--- config.mk ---
export PLATFORM = sky130hd
export DESIGN_NAME = pipe_stage_reg_skid
export DESIGN_NICKNAME = d
export VERILOG_FILES = /design/src/rtl/pipe_stage_reg_skid.sv
export SDC_FILE = /design/constraint.sdc
export NUM_CORES = 1
export LEC_CHECK = 0
export CAP_MARGIN = 15
export CORE_ASPECT_RATIO = 1.4
export CORE_MARGIN = 4
export CORE_UTILIZATION = 45
export CTS_CLUSTER_DIAMETER = 100
export DETAILED_ROUTE_END_ITERATION = 12
export GPL_TIMING_DRIVEN = 0
export HOLD_SLACK_MARGIN = 0.1
export PLACE_DENSITY = 0.81
export SETUP_SLACK_MARGIN = 0.5
export SLEW_MARGIN = 25
export SYNTH_ARGS = -nofsm -noshare
export SYNTH_HDL_FRONTEND = slang
export SYNTH_SLANG_ARGS = --single-unit
--- constraint.sdc ---
create_clock -name clk -period 23.7 [get_ports clk]
set_clock_uncertainty 0.2 [all_clocks]
set_input_delay 5.925 -clock clk [delete_from_list [all_inputs] [get_ports clk]]
set_output_delay 5.925 -clock clk [all_outputs]
set_load 0.02 [all_outputs]
--- src/rtl/pipe_stage_reg_skid.sv ---
// ---------------------------------------------------------------------------
// pipe_stage_reg_skid
//   Pipeline stage register with a valid/ready handshake and a 2-entry skid
//   buffer (MAIN drives the outputs, SKID catches the beat that arrives while
//   MAIN is stalled). in_ready is a pure state decode, so the ready path is
//   registered and never chains combinationally through the stage. A
//   synchronous flush empties the stage; a saturating counter records cycles
//   spent with a beat presented but not taken downstream.
// ---------------------------------------------------------------------------
module pipe_stage_reg_skid #(
   parameter int CTRL_W      = 8,
   parameter int DATA_W      = 132,
   parameter int STALL_CNT_W = 16
) (
   input  logic                   clk,
   input  logic                   rst,
   input  logic                   flush,
   input  logic                   in_valid,
   output logic                   in_ready,
   input  logic [CTRL_W-1:0]      in_ctrl,
   input  logic [DATA_W-1:0]      in_data,
   output logic                   out_valid,
   input  logic                   out_ready,
   output logic [CTRL_W-1:0]      out_ctrl,
   output logic [DATA_W-1:0]      out_data,
   output logic [STALL_CNT_W-1:0] stall_cnt
);

   typedef enum logic [1:0] {
      ST_EMPTY = 2'd0,
      ST_ONE   = 2'd1,
      ST_TWO   = 2'd2
   } state_t;

   typedef struct packed {
      logic [CTRL_W-1:0] ctrl;
      logic [DATA_W-1:0] data;
   } entry_t;

   state_t state;
   state_t state_nxt;

   entry_t main_q;
   entry_t skid_q;
   entry_t in_entry;

   logic   in_fire;
   logic   out_fire;
   logic   load_main_in;
   logic   load_main_skid;
   logic   load_skid;

   assign in_entry = '{ctrl: in_ctrl, data: in_data};

   // State register; reset forces the stage empty immediately
   always_ff @(posedge clk or posedge rst) begin
      // NOTE: clocked state uses non-blocking (<=) so every register samples pre-edge values.
      if (rst) begin
         state <= ST_EMPTY;
      end else begin
         state <= state_nxt;
      end
   end

   // Next-state decode; flush wins over any same-cycle handshake
   always_comb begin
      // NOTE: default assignment first keeps every path assigned, so no latch is inferred.
      state_nxt = state;
      if (flush) begin
         state_nxt = ST_EMPTY;
      end else begin
         unique case (state)
            ST_EMPTY: begin
               if (in_fire) state_nxt = ST_ONE;
            end
            ST_ONE: begin
               if (in_fire && !out_fire)      state_nxt = ST_TWO;
               else if (!in_fire && out_fire) state_nxt = ST_EMPTY;
            end
            ST_TWO: begin
               if (out_fire) state_nxt = ST_ONE;
            end
            default: state_nxt = ST_EMPTY;
         endcase
      end
   end

   // Handshake outputs and entry-load strobes decoded from the current state
   always_comb begin
      in_ready       = (state != ST_TWO) && !rst;
      out_valid      = (state != ST_EMPTY);
      in_fire        = in_valid && in_ready;
      out_fire       = out_valid && out_ready;
      load_main_in   = 1'b0;
      load_main_skid = 1'b0;
      load_skid      = 1'b0;
      // A flushed cycle loads nothing: the incoming beat is discarded and the
      // stage reads as empty next cycle regardless of what the entries hold.
      if (!flush) begin
         unique case (state)
            ST_EMPTY: load_main_in = in_fire;
            ST_ONE: begin
               load_main_in = in_fire && out_fire;
               load_skid    = in_fire && !out_fire;
            end
            ST_TWO:   load_main_skid = out_fire;
            default: ;
         endcase
      end
   end

   // Bubbles present an all-zero control bundle so no stray write enables leak
   assign out_ctrl = out_valid ? main_q.ctrl : '0;
   assign out_data = main_q.data;

   // Entry storage; MAIN refills from SKID first so beat order stays FIFO
   always_ff @(posedge clk or posedge rst) begin
      // NOTE: entries are reset because out_data must read zero while rst is held.
      if (rst) begin
         main_q <= '0;
         skid_q <= '0;
      end else begin
         if (load_main_in) begin
            main_q <= in_entry;
         end else if (load_main_skid) begin
            main_q <= skid_q;
         end
         if (load_skid) begin
            skid_q <= in_entry;
         end
      end
   end

   // Back-pressure counter; saturates instead of wrapping, cleared only by rst
   always_ff @(posedge clk or posedge rst) begin
      if (rst) begin
         stall_cnt <= '0;
      end else if (out_valid && !out_ready && (stall_cnt != '1)) begin
         stall_cnt <= stall_cnt + STALL_CNT_W'(1);
      end
   end

endmodule

==> metrics.txt <==
Post-synth top cells dfrtp_1 (298), nand2_1 (285), mux2_2 (142), a22oi_1 (140), buf_4 (135); Layout Utilization 0.618; Synth top area share 0.569; htree depth 1; die area about 32000 sq um; Post-synth ARST share 1.00; Initial DRT Pass Iterations 5; vias in the first global route 10200; Tmin final 13.56 ns; RSZ-0062 raised after global routing no; DRT Wirelength around 33 mm; critical path data arrival time roughly 7.4 ns; clock sink count approximately 300; root buffer cell clkbuf_16; Die H 210 um; worst hold stages 2; postcts setup bufs 0; maximum vdd drop 0.0657 mV; cell area power density 84.7 nW/um^2; Avg Inst Size Synth 11.5 sq um; All-Layer GR Usage 0.200; DR vias ~9400; Top-Level Pins 303; Net Count, Synth between 1000 and 1500; Final nets 1626; Vias/cell 5.02; WS Path Type primary input to primary output; Rel. slew slack 0.475; main flop type after synthesis dfrtp_1; CTS tree built; Seq cells post-synth 298; Pins Over Slew Limit 0; crit path launch type primary input; Worst-Skew Late Latency 0.54 ns; synthesized area 13100 sq um; hold crit path type flip-flop to flip-flop; gp weighted congestion 0.850; largest net degree at the start of global routing 89; port buffer count approximately 300; CP endpoint kind primary output; post-route ant nets 0; setup tns final 0 ns; Starting Density 0.458; R2R depth 6; Synth-to-Final Area Change 34.8%; status finished clean; WHS 0.267 ns; total power 0.00150 W; Least-Margin Pin Slew 0.788 ns; first-pass GRT wire length 53.0 mm; share of cells above drive strength 1 0.249; Yosys cell types 35; FF/Latch Area 7460 sq um; register area share after synthesis 0.569; FILL cells 2288; critical-path maximum fanout 4; core area between 20000 and 30000 sq um; Synth warnings 0; CTS resizes 0; Static Leakage 8.52 nW; First DRT Iteration DRCs about 370; grt ovf 0; largest area contributor in the netlist dfrtp_1; # setup viols final 0; WL/cell about 17 um; Cell Rows 73; initial antenna violation count 5; Fin. Hold Viols 0; required time worst endpoint 17.58 ns; max cap viols 0; final worst path period share 0.572; clk buf depth 3; DRC Markers 0; clock-pin slew on the worst setup and hold paths 0.07 ns; hold buffer count at cts 0; number of flops mapped to enable cells by yosys 0; area occupied by multi-input gates 4270 sq um; Die Wd 152 um; dominant cells by area after synthesis dfrtp_1 (57%), mux2_2 (12%), nand2_1 (8.2%); CTS buffer count 29; dpl hpwl 23.8 mm; synthesized netlist cell count 1144; Fmax achieved ~74 MHz; top-count cell post-synth dfrtp_1
==> routing by layer <==
metal / global-route usage / up-vias / wire [um]
met2: 0.369 / 255 / 17500
met1: 0.223 / 4638 / 12300
met4: 0.0903 / 0 / 1390
li1: - / 4464 / -
met3: 0.0390 / 72 / 1740
met5: 0 / - / 0
==> power by group <==
| part | internal (W) | leakage, nW | switching (W) | total (W) |
|---|---|---|---|---|
| registers | 0.000604 | 3.82 | 0.0000529 | 0.000657 |
| logic | 0.000208 | 4.22 | 0.000165 | 0.000373 |
| clock network | 0.000276 | 0.472 | 0.000190 | 0.000466 |
==> cells in the final DEF (no fill, tap or decap), types with 2 or more instances in the layout <==
cell	netlist	layout
clkbuf_8	0	6
and4_1	3	3
nor2b_1	9	9
bufinv_16	0	3
nor2_1	9	9
mux2_2	142	142
buf_6	10	10
clkinv_2	0	3
nand3_1	9	9
and3_1	5	5
o211ai_1	2	2
clkdlybuf4s50_1	0	302
a21oi_1	6	6
mux2i_1	2	2
clkinv_4	0	2
diode_2	0	5
buf_2	36	36
nand4_1	7	7
clkbuf_16	0	29
clkbuf_1	14	22
dfrtp_1	298	298
nor3_1	2	2
xnor2_1	9	9
inv_1	5	4
nand2_1	285	285
buf_16	0	3
buf_4	135	135
a22oi_1	140	140
nand2b_1	2	2
==> layout make-up <==
cell class	instances	area share
Antenna cell	5	0.000709
Buffer	195	0.0769
Clock buffer	43	0.0475
Clock inverter	8	0.00694
Inverter	5	0.00149
Multi-Input combinational cell	646	0.242
Sequential cell	298	0.422
Tap cell	375	0.0266
Timing Repair Buffer	305	0.176
==> registers in the layout, summed over array words and instances, names as in the netlist <==
register / cells
skid_q: 140
stall_cnt: 16
out_data: 132
state: 2
main_q: 8
==> metrics by stage <==
step,cell area [sq um],cells,setup slack (ns)
after floorplan,13100,1144,9.31
after CTS,17600,1875,10.12
final,17700,1880,10.14
after global routing,17700,1880,10.10
after global placement,16600,1821,5.69
after detailed placement,16700,1824,10.12
==> final timing paths <==
| check | slack [ns] | startpoint | endpoint |
|---|---|---|---|
| max in group asynchronous | 16.34 | rst | skid_q[25] |
| worst max register to register | 21.31 | state[0] | out_data[46] |
| worst min register to register | 0.27 | main_q[132] | main_q[132] |
| worst min-delay path | 0.27 | main_q[132] | main_q[132] |
| min in group asynchronous | 5.79 | rst | main_q[138] |
| worst max-delay path | 10.14 | rst | in_ready |
==> cells by family (layout without fill, tap and decap cells) <==
| family | Yosys count | count (layout) | synth area share |
|---|---|---|---|
| compound gates | 154 | 154 | 0.0882 |
| xor+xnor | 10 | 10 | 0.00668 |
| fa+ha+maj | 1 | 1 | 0.000955 |
| buf+inv | 200 | 556 | 0.105 |
| flops | 298 | 298 | 0.569 |
| mux | 144 | 144 | 0.124 |
| other cells | 0 | 5 | 0 |
| simple gates | 337 | 337 | 0.106 |
==> critical path: stages <==
cell and delay (ns):
clkdlybuf4s50_1 0.59, nor2_1 0.27, clkdlybuf4s50_1 0.64
Power figures use the tool's default switching activity.
